`config.mk`:
```
export PLATFORM = sky130hd
export DESIGN_NAME = bcd_count_ctrl_flat
export DESIGN_NICKNAME = d
export VERILOG_FILES = /design/src/rtl/bcd_count_ctrl_if.sv /design/src/rtl/bcd_count_ctrl.sv /design/src/flat_wrapper.sv
export SDC_FILE = /design/constraint.sdc
export NUM_CORES = 1
export LEC_CHECK = 0
export BUFFER_PORTS_ARGS = -buffer_cell sky130_fd_sc_hd__buf_2
export CAP_MARGIN = 20
export CORE_ASPECT_RATIO = 1.2
export CORE_UTILIZATION = 58
export CTS_BUF_LIST = sky130_fd_sc_hd__clkbuf_4 sky130_fd_sc_hd__clkbuf_8
export CTS_CLUSTER_SIZE = 10
export DETAILED_ROUTE_END_ITERATION = 12
export PLACE_DENSITY = 0.95
export REMOVE_ABC_BUFFERS = 1
export SYNTH_ARGS = -nofsm -noshare
export SYNTH_HDL_FRONTEND = slang
export SYNTH_SLANG_ARGS = --single-unit
export TNS_END_PERCENT = 30
```
`constraint.sdc`:
```
create_clock -name clk -period 4.2 [get_ports clk]
set_input_delay 0.42 -clock clk [delete_from_list [all_inputs] [get_ports clk]]
set_output_delay 0.42 -clock clk [all_outputs]
set_load 0.05 [all_outputs]
```
`src/rtl/bcd_count_ctrl_if.sv`:
```
// bcd_count_ctrl_if: command, counter-link and display signals of the BCD count controller
interface bcd_count_ctrl_if #(parameter int PRESCALE_W = 16);
   logic                  cmd_start;
   logic                  cmd_stop;
   logic                  cmd_step;
   logic                  cmd_clear;
   logic [PRESCALE_W-1:0] prescale;
   logic                  autostop;
   logic [11:0]           limit_bcd;
   logic [11:0]           count_bcd;
   logic                  cnt_en;
   logic                  cnt_clr;
   logic [1:0]            state;
   logic                  done;
   logic                  wrapped;
   logic [2:0]            digit_sel;
   logic [3:0]            digit_val;
   modport master (
      output cmd_start, cmd_stop, cmd_step, cmd_clear, prescale, autostop, limit_bcd, count_bcd,
      input  cnt_en, cnt_clr, state, done, wrapped, digit_sel, digit_val
   );
   modport slave (
      input  cmd_start, cmd_stop, cmd_step, cmd_clear, prescale, autostop, limit_bcd, count_bcd,
      output cnt_en, cnt_clr, state, done, wrapped, digit_sel, digit_val
   );
endinterface

```
`src/rtl/bcd_count_ctrl.sv`:
```
// bcd_count_ctrl: run/stop/step/clear sequencer, prescaled enables, terminal-count stop and digit scan for a 3-digit BCD counter
module bcd_count_ctrl #(
   parameter int PRESCALE_W = 16,
   parameter int SCAN_W     = 10
) (
   input  logic           clk,
   input  logic           rst,
   bcd_count_ctrl_if.slave bus
);
   typedef enum logic [1:0] {IDLE = 2'b00, RUN = 2'b01, DONE = 2'b10} state_t;
   state_t                st, st_nx;
   logic [PRESCALE_W-1:0] pre, pre_nx;
   logic [SCAN_W-1:0]     scan;
   logic [2:0]            sel;
   logic                  clr_q, wrap_q, en;
   logic                  lim_ok, at_limit, due;
   logic                  do_clear, do_stop, do_start, do_step;
   // a limit with a non-decimal nibble can never be reached by a BCD counter
   assign lim_ok   = bus.limit_bcd[11:8] <= 4'd9 && bus.limit_bcd[7:4] <= 4'd9 && bus.limit_bcd[3:0] <= 4'd9;
   assign at_limit = bus.autostop & lim_ok & (bus.count_bcd == bus.limit_bcd);
   assign due      = pre >= bus.prescale;
   assign do_clear = bus.cmd_clear;
   assign do_stop  = ~bus.cmd_clear & bus.cmd_stop;
   assign do_start = ~bus.cmd_clear & ~bus.cmd_stop & bus.cmd_start;
   assign do_step  = ~bus.cmd_clear & ~bus.cmd_stop & ~bus.cmd_start & bus.cmd_step;
   always_ff @(posedge clk) begin
      if (rst) begin
         st     <= IDLE;
         pre    <= '0;
         clr_q  <= 1'b0;
         wrap_q <= 1'b0;
         scan   <= '0;
         sel    <= 3'b001;
      end else begin
         st     <= st_nx;
         pre    <= pre_nx;
         clr_q  <= do_clear;
         wrap_q <= en && bus.count_bcd == 12'h999;
         scan   <= scan + SCAN_W'(1);
         if (&scan) sel <= {sel[1:0], sel[2]};
      end
   end
   always_comb begin
      st_nx  = st;
      pre_nx = pre;
      if (do_clear) begin
         st_nx  = IDLE;
         pre_nx = '0;
      end else begin
         case (st)
            IDLE: if (do_start) begin
               st_nx  = RUN;
               pre_nx = '0;
            end
            RUN: if (do_stop) begin
               st_nx  = IDLE;
               pre_nx = '0;
            end else if (due) begin
               st_nx  = at_limit ? DONE : RUN;
               pre_nx = '0;
            end else begin
               pre_nx = pre + PRESCALE_W'(1);
            end
            DONE: st_nx = DONE;
            default: st_nx = IDLE;
         endcase
      end
   end
   // the clear cycle never enables: do_step already excludes clear, RUN masks it explicitly
   always_comb begin
      en = ~rst & ~at_limit & ((st == IDLE & do_step) | (st == RUN & ~do_clear & ~do_stop & due));
   end
   assign bus.cnt_en    = en;
   assign bus.cnt_clr   = clr_q;
   assign bus.state     = st;
   assign bus.done      = st == DONE;
   assign bus.wrapped   = wrap_q;
   assign bus.digit_sel = sel;
   assign bus.digit_val = sel[0] ? bus.count_bcd[3:0] : sel[1] ? bus.count_bcd[7:4] : bus.count_bcd[11:8];
endmodule

```
`src/flat_wrapper.sv`:
```
// flat-port wrapper written by rule: the top's interface ports become plain ports
module bcd_count_ctrl_flat 
#(
   parameter int PRESCALE_W = 16,
   parameter int SCAN_W     = 10
)
  (clk, rst, bus_cmd_start, bus_cmd_stop, bus_cmd_step, bus_cmd_clear, bus_prescale, bus_autostop, bus_limit_bcd, bus_count_bcd, bus_cnt_en, bus_cnt_clr, bus_state, bus_done, bus_wrapped, bus_digit_sel, bus_digit_val);
  bcd_count_ctrl_if #(.PRESCALE_W(PRESCALE_W)) bus_i ();
  input  logic clk;
  input  logic rst;
  input wire logic [$bits(bus_i.cmd_start)-1:0] bus_cmd_start;
  input wire logic [$bits(bus_i.cmd_stop)-1:0] bus_cmd_stop;
  input wire logic [$bits(bus_i.cmd_step)-1:0] bus_cmd_step;
  input wire logic [$bits(bus_i.cmd_clear)-1:0] bus_cmd_clear;
  input wire logic [$bits(bus_i.prescale)-1:0] bus_prescale;
  input wire logic [$bits(bus_i.autostop)-1:0] bus_autostop;
  input wire logic [$bits(bus_i.limit_bcd)-1:0] bus_limit_bcd;
  input wire logic [$bits(bus_i.count_bcd)-1:0] bus_count_bcd;
  output wire logic [$bits(bus_i.cnt_en)-1:0] bus_cnt_en;
  output wire logic [$bits(bus_i.cnt_clr)-1:0] bus_cnt_clr;
  output wire logic [$bits(bus_i.state)-1:0] bus_state;
  output wire logic [$bits(bus_i.done)-1:0] bus_done;
  output wire logic [$bits(bus_i.wrapped)-1:0] bus_wrapped;
  output wire logic [$bits(bus_i.digit_sel)-1:0] bus_digit_sel;
  output wire logic [$bits(bus_i.digit_val)-1:0] bus_digit_val;
  assign bus_i.cmd_start = bus_cmd_start;
  assign bus_i.cmd_stop = bus_cmd_stop;
  assign bus_i.cmd_step = bus_cmd_step;
  assign bus_i.cmd_clear = bus_cmd_clear;
  assign bus_i.prescale = bus_prescale;
  assign bus_i.autostop = bus_autostop;
  assign bus_i.limit_bcd = bus_limit_bcd;
  assign bus_i.count_bcd = bus_count_bcd;
  assign bus_cnt_en = bus_i.cnt_en;
  assign bus_cnt_clr = bus_i.cnt_clr;
  assign bus_state = bus_i.state;
  assign bus_done = bus_i.done;
  assign bus_wrapped = bus_i.wrapped;
  assign bus_digit_sel = bus_i.digit_sel;
  assign bus_digit_val = bus_i.digit_val;
  bcd_count_ctrl #(.PRESCALE_W(PRESCALE_W), .SCAN_W(SCAN_W)) u_core (.clk(clk), .rst(rst), .bus(bus_i));
endmodule
```
==> reports/qor.yml, run 1 <==
critical_path:
  cp_cell_sequence: "inv_1 > ha_1 > nand2b_1 > a2111o_1 > a32oi_1 > nand2_1 > a22oi_1 > nor3b_1 > buf_2"
  crit_cells: 9
  cpMaxStageDelayCell: "a2111o_1"
  crit_required_ns: 3.78
  r2r_cells: 8
  cp-start-kind: "flop"
  path_buf_inv: 2
  crit_family: "compound AO/OA/AOI/OAI gates"
  crit_arrival_ns: 2.57
  crit_path_end_kind: "primary output"
  crit_type: "reg2out"
  cpPeakStageDelay_ns: 0.44
  crit_fanout: 5
job:
  maxCapViolCount: 0
yosys:
  synthTopCellsByCount: "dfxtp_1, nor2_1, inv_1, nand2_1, xor2_1"
  avgSynthCellArea_um2: 8.18
  synth_edf_count: 0
  seq_area_frac_synth: 0.313
  synthXorXnorAreaFrac: 0.0996
  synth.largest_area_cell: "dfxtp_1"
  synth_simple_gate_area_frac: 0.281
  yosysUniqueCellTypes: 46
  synthFlopType: "dfxtp_1"
  synth_area_leaders: "dfxtp_1, ha_1, xor2_1"
  yosys_register_bits: 33
  yosys_warnings: 0
  synth_compound_area_frac: 0.117
  async_flop_share: 0
  synth_top_area_share: 0.313
  muxShareOfSynthArea: 0.0285
  syn-cell-area_um2: 2110
  synthCells: 258
  synth_top_family_by_area: "simple AND/OR/NAND/NOR gates"
  yosysMostFrequentCell: "dfxtp_1"
  yosys.area_share.adder: 0.107
power:
  vdd_drop_max_uv: 217
  net-switching-power_uw: 170
  p_comb_frac: 0.120
  fin_total_pwr_uw: 723
  p_per_area_nw_per_um2: 284
  internal_power_uw: 553
  clkPwrFrac: 0.438
  p_seq_frac: 0.442
  sw_frac_of_total: 0.236
  p_leak_nw: 1.19
placed_design:
  dpl.hpwl_um: 3600
  gp_congestion: 0.857
  pre_cts_slack_ns: 1.47
  dp_cells: 349
  place.port_buffers: 59
global_routing:
  grt_first_pass_wirelength_um: 7730
  grtUsageTotal: 0.256
  grt_max_degree: 17
  grt_pass1_vias: 1882
  grt.overflow.total: 0
  antenna_found_initial: 0
clock_tree:
  cts_hold_buf: 0
  cts_sinks: 33
  root_buffer: "clkbuf_8"
  post_cts_resize_count: 0
  cts_tree: "done"
  post_cts_buffers: 0
  cts_buffer_depth: 2
  insertion_delay_ns: 0.29
  path_clk_slew_ns: 0.07
  numCtsBuffers: 5
  htreeDepth: 2
timing:
  setup_ws_ns: 1.21
  setup_violations: 0
  clock_skew_ns: 0.00714
  tns_ns: 0
  maxSlewViolCount: 0
  hold_viol_final: 0
  rsz0062_at_grt: "no"
  fmax_ghz: 0.334
  min_period_over_period: 0.713
  period_needed_ns: 2.99
  relSlewSlack: 0.590
  tightest_slew_ns: 0.615
layout:
  nets: 384
  fin_cells: 357
  area_growth_pct: 20.6
  n_fill_cell: 254
  drive_gt1_frac: 0.241
  diodes: 0
run_status:
  status: "complete, but fails checks"
  violations: "DRC"
detailed_routing:
  vias_per_cell: 5.69
  postRouteAntennaNets: 0
  route.detailed.drc: 2
  num_vias: 2030
  drt-initial-drc-count: 56
  routed_wl_um: 4670
  wl_per_cell_um: 13.1
  firstDrtPassIters: 8
min_path:
  min_path_type: "in2reg"
  min_path_cells: 2
die:
  io_pins: 60
  initial_utilization: 0.621
  die_area_um2: 3880
  rows: 23
  die_h_um: 68.1
  core_area_um2: 3400
  die_x_um: 57.1
==> cell type report <==
| type | instances | area, um2 | area share |
|---|---|---|---|
| multi-input cells | 197 | 1340 | 0.525 |
| flip-flops and latches | 33 | 661 | 0.260 |
| repair buffers | 59 | 295 | 0.116 |
| clock buffers | 7 | 90.1 | 0.0354 |
| inverters | 23 | 86.3 | 0.0339 |
| well taps | 37 | 46.3 | 0.0182 |
| clock inverters | 1 | 30.0 | 0.0118 |
==> routing by layer <==
metal  global-route usage  share of wire  up-vias
met5                    0              0        -
met4                0.107          0.019        0
met3               0.0624          0.067       10
met2                0.487           0.52       77
met1                0.269           0.40      924
li1                     -              -     1019
==> metrics by stage <==
| stage | hold slack (ns) | utilization | instance area [um2] |
|---|---|---|---|
| 3_5_place_dp | 0.447 | 0.714 | 2420 |
| 6_report | 0.430 | 0.749 | 2540 |
| 3_3_place_gp | 0.428 | 0.714 | 2420 |
| 4_1_cts | 0.427 | 0.749 | 2540 |
| 2_1_floorplan | 0.416 | - | 2080 |
| 5_1_grt | 0.438 | 0.749 | 2540 |
==> cells in the final DEF (no fill, tap or decap), types with 3 or more instances in the layout <==
master	count
clkbuf_8	6
nand3_1	12
nor2_1	27
xor2_1	20
nor3_1	4
and3_1	8
nor4_1	4
nand2b_1	4
inv_1	23
dfxtp_1	33
ha_1	18
nand4_1	4
xnor2_1	4
nor4b_1	3
a21oi_1	10
nor2_2	5
or3_1	4
mux2i_1	6
o21ai_0	12
nand2_1	23
buf_2	59
==> sequential cells by signal, indices dropped and copies added, names as in the netlist <==
name,flops
u_core.bus.cnt_clr,1
u_core.bus.digit_sel,3
u_core.bus.state,2
u_core.scan,10
u_core.bus.wrapped,1
u_core.pre,16
==> final timing paths <==
| path | end | from | slack, ns |
|---|---|---|---|
| worst min register to register | u_core.scan[0]$_SDFF_PP0_ | u_core.scan[0]$_SDFF_PP0_ | 0.46 |
| worst max register to register | u_core.pre[8]$_SDFFE_PP0P_ | u_core.pre[0]$_SDFFE_PP0P_ | 1.84 |
| worst min-delay path | u_core.bus.cnt_clr$_SDFF_PP0_ | bus_cmd_clear | 0.43 |
| worst max-delay path | bus_cnt_en | u_core.pre[0]$_SDFFE_PP0P_ | 1.21 |
==> power by group through the flow <==
stage / Clock [mW] / Combinational [mW] / Sequential (mW)
global placement: 0 / 0.0832 / 0.326
CTS: 0.319 / 0.0871 / 0.319
floorplan: 0 / 0.0435 / 0.328
finish: 0.317 / 0.0869 / 0.319
detailed placement: 0 / 0.0860 / 0.326
global route: 0.329 / 0.0953 / 0.320
==> cell families (layout without fill, tap and decap cells) <==
logic type	Yosys count	in the layout
buffers and inverters	28	90
adders and majority gates	18	18
DFF	33	33
muxes	6	6
AOI/OAI and AO/OA	38	38
and+or+nand+nor	111	111
xor gates and xnor gates	24	24
Power figures use the tool's default switching activity.
==> run 2, diff against run 1 <==
Settings changed: ABC_AREA set to 1, CORE_UTILIZATION 58 to 50, PLACE_DENSITY 0.95 to 0.87.
Clock period 4.2 ns to 2.7 ns, I/O delays scaled along.
==> run 2 against run 1 <==
Net effect: the run now ends clean; clock power rose by 17%; global-route usage decreased by 2.0 points; clock skew is 0.0020 ns lower; sequential cell count stayed put; routed wire length increased by 20%; non-clock buffer count unchanged; critical path type unchanged.
==> reports/qor.yml, run 2 <==
detailed_routing:
  firstDrtPassIters: 5  # was 8
  route.detailed.drc: 0  # was 2
  postRouteAntennaNets: 0  # unchanged
  drt-initial-drc-count: 93  # was 56
  num_vias: 2539  # was 2030
  wl_per_cell_um: 10.8  # was 13.1 um
  routed_wl_um: 5590  # was 4670 um
  vias_per_cell: 4.93  # was 5.69
power:
  vdd_drop_max_uv: 288  # was 217 uV
  p_leak_nw: 1.59  # was 1.19 nW
  p_per_area_nw_per_um2: 356  # was 284 nW/um2
  fin_total_pwr_mw: 1.04  # was 723 uW
layout:
  regArea_um2: 661  # unchanged
  n_fill_cell: 448  # was 254
  largest_reg_flops: 16  # unchanged
  nets: 521  # was 384
  diodes: 0  # unchanged
  drive_gt1_frac: 0.204  # was 0.241
  top_register: "u_core.pre"  # unchanged
  final_common_cell: "nand2_1"  # was buf_2
  area_growth_pct: 17.5  # was 20.6%
  fin_area_um2: 2930  # was 2540 um2
  final_cell_mix: "nand2_1, inv_1, buf_2"  # was buf_2, dfxtp_1, nor2_1
  multi_input_area_um2: 1520  # was 1340 um2
clock_tree:
  cts_hold_buf: 0  # unchanged
  root_buffer: "clkbuf_8"  # unchanged
  post_cts_buffers: 0  # unchanged
  cts_buffer_depth: 2  # unchanged
  numCtsBuffers: 5  # unchanged
  htreeDepth: 2  # unchanged
  cts_sinks: 33  # unchanged
  post_cts_resize_count: 0  # unchanged
  insertion_delay_ns: 0.29  # about the same
  path_clk_slew_ns: 0.07  # about the same
  cts_tree: "done"  # unchanged
critical_path:
  r2r_end: "u_core.pre[6]$_SDFFE_PP0P_"  # was u_core.pre[8]$_SDFFE_PP0P_
  crit_required_ns: 2.43  # was 3.78 ns
  crit_type: "reg2out"  # unchanged
  r2r-start: "u_core.pre[7]$_SDFFE_PP0P_"  # was u_core.pre[0]$_SDFFE_PP0P_
  reg2reg_slack_ns: 0.86  # was 1.84 ns
  cp-start-kind: "flop"  # unchanged
  crit_fanout: 4  # was 5
  crit_arrival_ns: 2.01  # was 2.57 ns
  r2r_cells: 12  # was 8
  crit_path_end_kind: "primary output"  # unchanged
yosys:
  yosys_warnings: 0  # unchanged
  synth_area_leaders: "dfxtp_1, nand2_1, inv_1"  # was dfxtp_1, ha_1, xor2_1
  avgSynthCellArea_um2: 6.34  # was 8.18 um2
  seq_area_frac_synth: 0.265  # was 0.313
  syn-cell-area_um2: 2490  # was 2110 um2
  async_flop_share: 0  # unchanged
  yosysMostFrequentCell: "nand2_1"  # was dfxtp_1
  synth_top_area_share: 0.265  # was 0.313
  synthCells: 393  # was 258
  synth.largest_area_cell: "dfxtp_1"  # unchanged
  yosysUniqueCellTypes: 32  # was 46
  synthTopCellsByCount: "nand2_1, inv_1, nor2_1"  # was dfxtp_1, nor2_1, inv_1, nand2_1, xor2_1
  synthFlopType: "dfxtp_1"  # unchanged
  yosys_register_bits: 33  # unchanged
  synth_edf_count: 0  # unchanged
global_routing:
  antenna_found_initial: 0  # unchanged
  grt_max_degree: 14  # was 17
  grt_pass1_vias: 2442  # was 1882
  grt_first_pass_wirelength_um: 9510  # was 7730 um
  grt.overflow.total: 0  # unchanged
  grtUsageTotal: 0.236  # was 0.256
run_status:
  status: "complete, no violations"  # was complete, but fails checks
die:
  die_x_um: 66.4  # was 57.1 um
  core_area_um2: 4700  # was 3400 um2
  die_h_um: 79.3  # was 68.1 um
  initial_utilization: 0.530  # was 0.621
  io_pins: 60  # unchanged
  die_area_um2: 5270  # was 3880 um2
  rows: 27  # was 23
timing:
  tns_ns: 0  # unchanged
  clock_skew_ns: 0.00514  # was 0.00714 ns
  setup_violations: 0  # unchanged
  maxSlewViolCount: 0  # unchanged
  setup_ws_ns: 0.418  # was 1.21 ns
  relSlewSlack: 0.728  # was 0.590
  tightest_slew_ns: 0.407  # was 0.615 ns
  hold_viol_final: 0  # unchanged
  rsz0062_at_grt: "no"  # unchanged
  period_needed_ns: 2.28
  fmax_ghz: 0.438
  min_period_over_period: 0.845
job:
  maxCapViolCount: 0  # unchanged
min_path:
  min_path_cells: 2  # unchanged
  hp-start: "rst"  # was bus_cmd_clear
  min_to: "u_core.bus.cnt_clr$_SDFF_PP0_"  # unchanged
  min_path_type: "in2reg"  # unchanged
placed_design:
  detailed_place.area_um2: 2840  # was 2420 um2
  gp_congestion: 0.862  # was 0.857
  pre_cts_slack_ns: 0.705  # was 1.47 ns
  place.port_buffers: 59  # unchanged
  dpl.hpwl_um: 4610  # was 3600 um
## run 2: changes by cell type after synthesis, sizes merged, moves of 4 or more
cell,before,now
or3,4,0
nand2b,4,0
nand2,23,106
nor2,32,59
inv,23,76
nor3,4,9
mux2i,6,1
a21oi,10,16
nand4,4,9
and3,8,0
o21ai,13,26
xor2,20,9
## run 2: per-layer routing
| layer | vias to the layer above | routed length (um) | track usage |
|---|---|---|---|
| li1 | 1354 | - | - |
| met2 | 55 | 2990 | 0.471 |
| met5 | - | 0 | 0 |
| met3 | 10 | 243 | 0.0517 |
| met4 | 0 | 102 | 0.0979 |
| met1 | 1120 | 2250 | 0.220 |
## run 2: power breakdown
part	switching [mW]	internal (mW)	total, mW
logic	0.110	0.0649	0.175
clock network	0.194	0.178	0.371
registers	0.00359	0.492	0.495
## run 2: how the worst max path moves through the flow
| stage | start | to | slack, ns | cells past startpoint |
|---|---|---|---|---|
| final | u_core.pre[7]$_SDFFE_PP0P_ | bus_cnt_en | 0.42 | 14 |
| after floorplan | u_core.bus.digit_sel[0]$_SDFFE_PP1P_ | bus_digit_val[0] | 0.34 | 2 |
| after detailed placement | bus_prescale[7] | bus_cnt_en | 0.70 | 16 |
| after global placement | bus_prescale[7] | bus_cnt_en | 0.77 | 16 |
| after CTS | u_core.pre[7]$_SDFFE_PP0P_ | bus_cnt_en | 0.41 | 14 |
| after global routing | u_core.pre[7]$_SDFFE_PP0P_ | bus_cnt_en | 0.11 | 14 |
## run 2: critical path, cell delays in order, from the launching register on
cell and delay [ns]:
dfxtp_1 0.35, ha_1 0.31, nand2_1 0.05, inv_1 0.07, nand2_1 0.07, nor2_1 0.11
nor2_1 0.05, nand2_1 0.08, nand2_1 0.09, nand2_1 0.07, nand2_1 0.05, nand2_1 0.06
nand2_1 0.07, inv_1 0.05, buf_2 0.24
## run 2: cells by family after synthesis
family                     count (synthesis)  synth area share
DFF                                       33             0.265
xor gates and xnor gates                  10            0.0352
buffers and inverters                     80             0.124
and+or+nand+nor                          203             0.377
adders and majority gates                 18            0.0905
muxes                                      1           0.00402
AOI/OAI and AO/OA                         48             0.104
## run 2: final cells by class
| type | count | area share |
|---|---|---|
| well taps | 58 | 0.0248 |
| inverters | 77 | 0.0988 |
| multi-input cells | 280 | 0.520 |
| flip-flops and latches | 33 | 0.226 |
| clock inverters | 3 | 0.00599 |
| repair buffers | 59 | 0.101 |
| clock buffers | 5 | 0.0235 |
## run 2: through the flow
stage	std cells	hold slack (ns)	utilization
2_1_floorplan	390	0.337	-
3_3_place_gp	507	0.431	0.605
3_5_place_dp	507	0.441	0.605
4_1_cts	515	0.263	0.623
6_report	515	0.272	0.623
5_1_grt	515	0.272	0.623
==> run 3, diff against run 2 <==
Settings changed: CORE_UTILIZATION 50 to 56, PLACE_DENSITY 0.87 to 0.92.
Clock period 2.7 ns to 2.1 ns, I/O delays scaled along.
==> run 3 against run 2 <==
Net effect: worst setup slack got worse by 0.39 ns; clock power increased by 26%; clock-buffer cell count unchanged; sequential share of layout area decreased by 0.42 points; largest power group unchanged; via count increased by 4.6%; die area decreased by 10%; core utilization increased by 9.8 points; combinational power increased by 35%; first-iteration DRC count decreased by 2.2%; critical path type unchanged; register-to-register slack got worse by 0.64 ns.
==> reports/qor.yml, run 3 (synthesized netlist as in run 2, its figures left out) <==
placed_design:
  gp_congestion: 0.932  # was 0.862
  dpl.hpwl_um: 4730  # was 4610 um
  place.port_buffers: 59  # unchanged
  dp_cells: 505  # was 507
  detailed_place.area_um2: 2840  # about the same
  pre_cts_slack_ns: 0.199  # was 0.705 ns
timing:
  maxSlewViolCount: 0  # unchanged
  min_period_over_period: 0.988
  clock_skew_ns: 0.0110  # was 0.00514 ns
  hold_viol_final: 0  # unchanged
  rsz0062_at_grt: "yes"  # was no
  setup_ws_ns: 0.0253  # was 0.418 ns
  fmax_ghz: 0.482
  tightest_slew_ns: 0.387  # was 0.407 ns
  setup_violations: 0  # unchanged
  period_needed_ns: 2.07
  relSlewSlack: 0.741  # was 0.728
power:
  p_leak_nw: 1.61  # was 1.59 nW
  p_per_area_nw_per_um2: 435  # was 356 nW/um2
  vdd_drop_max_uv: 318  # was 288 uV
  fin_total_pwr_mw: 1.34  # was 1.04 mW
clock_tree:
  cts_buffer_depth: 2  # unchanged
  root_buffer: "clkbuf_8"  # unchanged
  insertion_delay_ns: 0.29  # about the same
  path_clk_slew_ns: 0.07  # about the same
  cts_sinks: 33  # unchanged
  cts_hold_buf: 0  # unchanged
  numCtsBuffers: 5  # unchanged
  cts_tree: "done"  # unchanged
  htreeDepth: 2  # unchanged
critical_path:
  crit_path_end_kind: "primary output"  # unchanged
  path_buf_inv: 3  # unchanged
  crit_fanout: 5  # was 4
  reg2reg_slack_ns: 0.22  # was 0.86 ns
  r2r_cells: 9  # was 12
  cpPeakStageDelay_ns: 0.37  # was 0.35 ns
  cp-start-kind: "flop"  # unchanged
  crit_required_ns: 1.89  # was 2.43 ns
  crit_cells: 13  # was 14
  crit_arrival_ns: 1.86  # was 2.01 ns
  r2r-start: "u_core.pre[15]$_SDFFE_PP0P_"  # was u_core.pre[7]$_SDFFE_PP0P_
  startpoint: "u_core.pre[0]$_SDFFE_PP0P_"  # was u_core.pre[7]$_SDFFE_PP0P_
  cp_cell_sequence: "inv_2 > ha_1 > nand4_1 > nor2_2 > nor2_1 > nand2_1 > nand2_2 > nand2_1 > nand2_1 > nand2_2 > nand2_2 > inv_2 > buf_8"  # was ha_1 > nand2_1 > inv_1 > nand2_1 > nor2_1 > nor2_1 > nand2_1 > nand2_1 > nand2_1 > nand2_1 > nand2_1 > nand2_1 > inv_1 > buf_2
  cp-endpoint: "bus_cnt_en"  # unchanged
  crit_type: "reg2out"  # unchanged
  r2r_end: "u_core.pre[1]$_SDFFE_PP0P_"  # was u_core.pre[6]$_SDFFE_PP0P_
  cpMaxStageDelayCell: "dfxtp_4"  # was dfxtp_1
  crit_family: "simple AND/OR/NAND/NOR gates"  # unchanged
detailed_routing:
  vias_per_cell: 5.14  # was 4.93
  num_vias: 2657  # was 2539
  firstDrtPassIters: 4  # was 5
  drt-initial-drc-count: 91  # was 93
  postRouteAntennaNets: 0  # unchanged
  wl_per_cell_um: 11.7  # was 10.8 um
  route.detailed.drc: 0  # unchanged
  routed_wl_um: 6070  # was 5590 um
layout:
  multi_input_area_um2: 1610  # was 1520 um2
  diodes: 0  # unchanged
  nets: 525  # was 521
  final_cell_mix: "nand2_1, inv_1, buf_2"  # unchanged
  fin_cells: 517  # was 515
  largest_reg_flops: 16  # unchanged
  final_common_cell: "nand2_1"  # unchanged
  fin_area_um2: 3070  # was 2930 um2
  top_register: "u_core.pre"  # unchanged
  n_fill_cell: 376  # was 448
  drive_gt1_frac: 0.271  # was 0.204
  regArea_um2: 681  # was 661 um2
  area_growth_pct: 23.4  # was 17.5%
die:
  rows: 26  # was 27
  die_area_um2: 4720  # was 5270 um2
  io_pins: 60  # unchanged
  die_h_um: 75.0  # was 79.3 um
  initial_utilization: 0.584  # was 0.530
  die_x_um: 62.9  # was 66.4 um
  core_area_um2: 4260  # was 4700 um2
global_routing:
  met2_usage: 0.565  # was 0.471
  grt_pass1_vias: 2521  # was 2442
  groute.layer.met1.usage: 0.235  # was 0.220
  grtUsageMet3: 0.0455  # was 0.0517
  busiest_layer: "met2"  # unchanged
  grt_max_degree: 14  # unchanged
  grt.overflow.total: 0  # unchanged
  grt_first_pass_wirelength_um: 9870  # was 9510 um
  antenna_found_initial: 0  # unchanged
  grtUsageTotal: 0.263  # was 0.236
min_path:
  min_path_cells: 3  # was 2
  min_path_type: "in2reg"  # unchanged
job:
  maxCapViolCount: 0  # unchanged
run_status:
  status: "complete, no violations"  # unchanged
## run 3: changes by cell type in the layout (fill, tap and decap cells not counted), sizes merged
cell | before | now
buf | 59 | 63
## run 3: final cells by class
type                       instances  share of cell area
multi-input combinational        280               0.524
sequential                        33               0.222
timing repair buffer              63               0.109
inverter                          77              0.0941
tap                               56              0.0228
clock buffer                       5              0.0224
clock inverter                     3             0.00570
## run 3: worst min-delay path, cell delays in order
cell and delay, ns:
buf_2 0.14, inv_1 0.07, nor2_1 0.04
## run 3: per-layer routing
layer	vias up	share of wire
li1	1360	-
met1	1179	0.37
met2	89	0.54
met3	29	0.052
met4	0	0.038
met5	-	0
## run 3: worst min path at each step
stage	end	slack (ns)	start
floorplan	u_core.scan[0]$_SDFF_PP0_	0.28	rst
global placement	u_core.scan[0]$_SDFF_PP0_	0.43	u_core.scan[0]$_SDFF_PP0_
detailed placement	u_core.scan[0]$_SDFF_PP0_	0.46	u_core.scan[0]$_SDFF_PP0_
CTS	u_core.bus.digit_sel[2]$_SDFFE_PP0P_	0.20	rst
global route	u_core.bus.digit_sel[2]$_SDFFE_PP0P_	0.21	rst
finish	u_core.bus.cnt_clr$_SDFF_PP0_	0.21	bus_cmd_clear
## run 3: what timing repair did
action	CTS	global route
buffers inserted	2	2
setup endpoints to repair	1	1
pin swaps	2	10
resized for setup	11	23
gates cloned	0	0
## run 3: metrics by stage
| step | utilization | hold slack [ns] | setup TNS (ns) |
|---|---|---|---|
| after global routing | 0.721 | 0.211 | -0.0759 |
| after floorplan | - | 0.277 | -0.811 |
| after CTS | 0.698 | 0.201 | 0 |
| final | 0.721 | 0.207 | 0 |
| after detailed placement | 0.666 | 0.458 | 0 |
| after global placement | 0.666 | 0.427 | 0 |
## run 3: power by group
group / switching (mW) / total, mW / internal [mW] / leakage [nW]
Sequential: 0.00505 / 0.634 / 0.629 / 0.273
Combinational: 0.148 / 0.236 / 0.0884 / 1.29
Clock: 0.237 / 0.466 / 0.228 / 0.0439
Total: 0.391 / 1.34 / 0.946 / 1.61
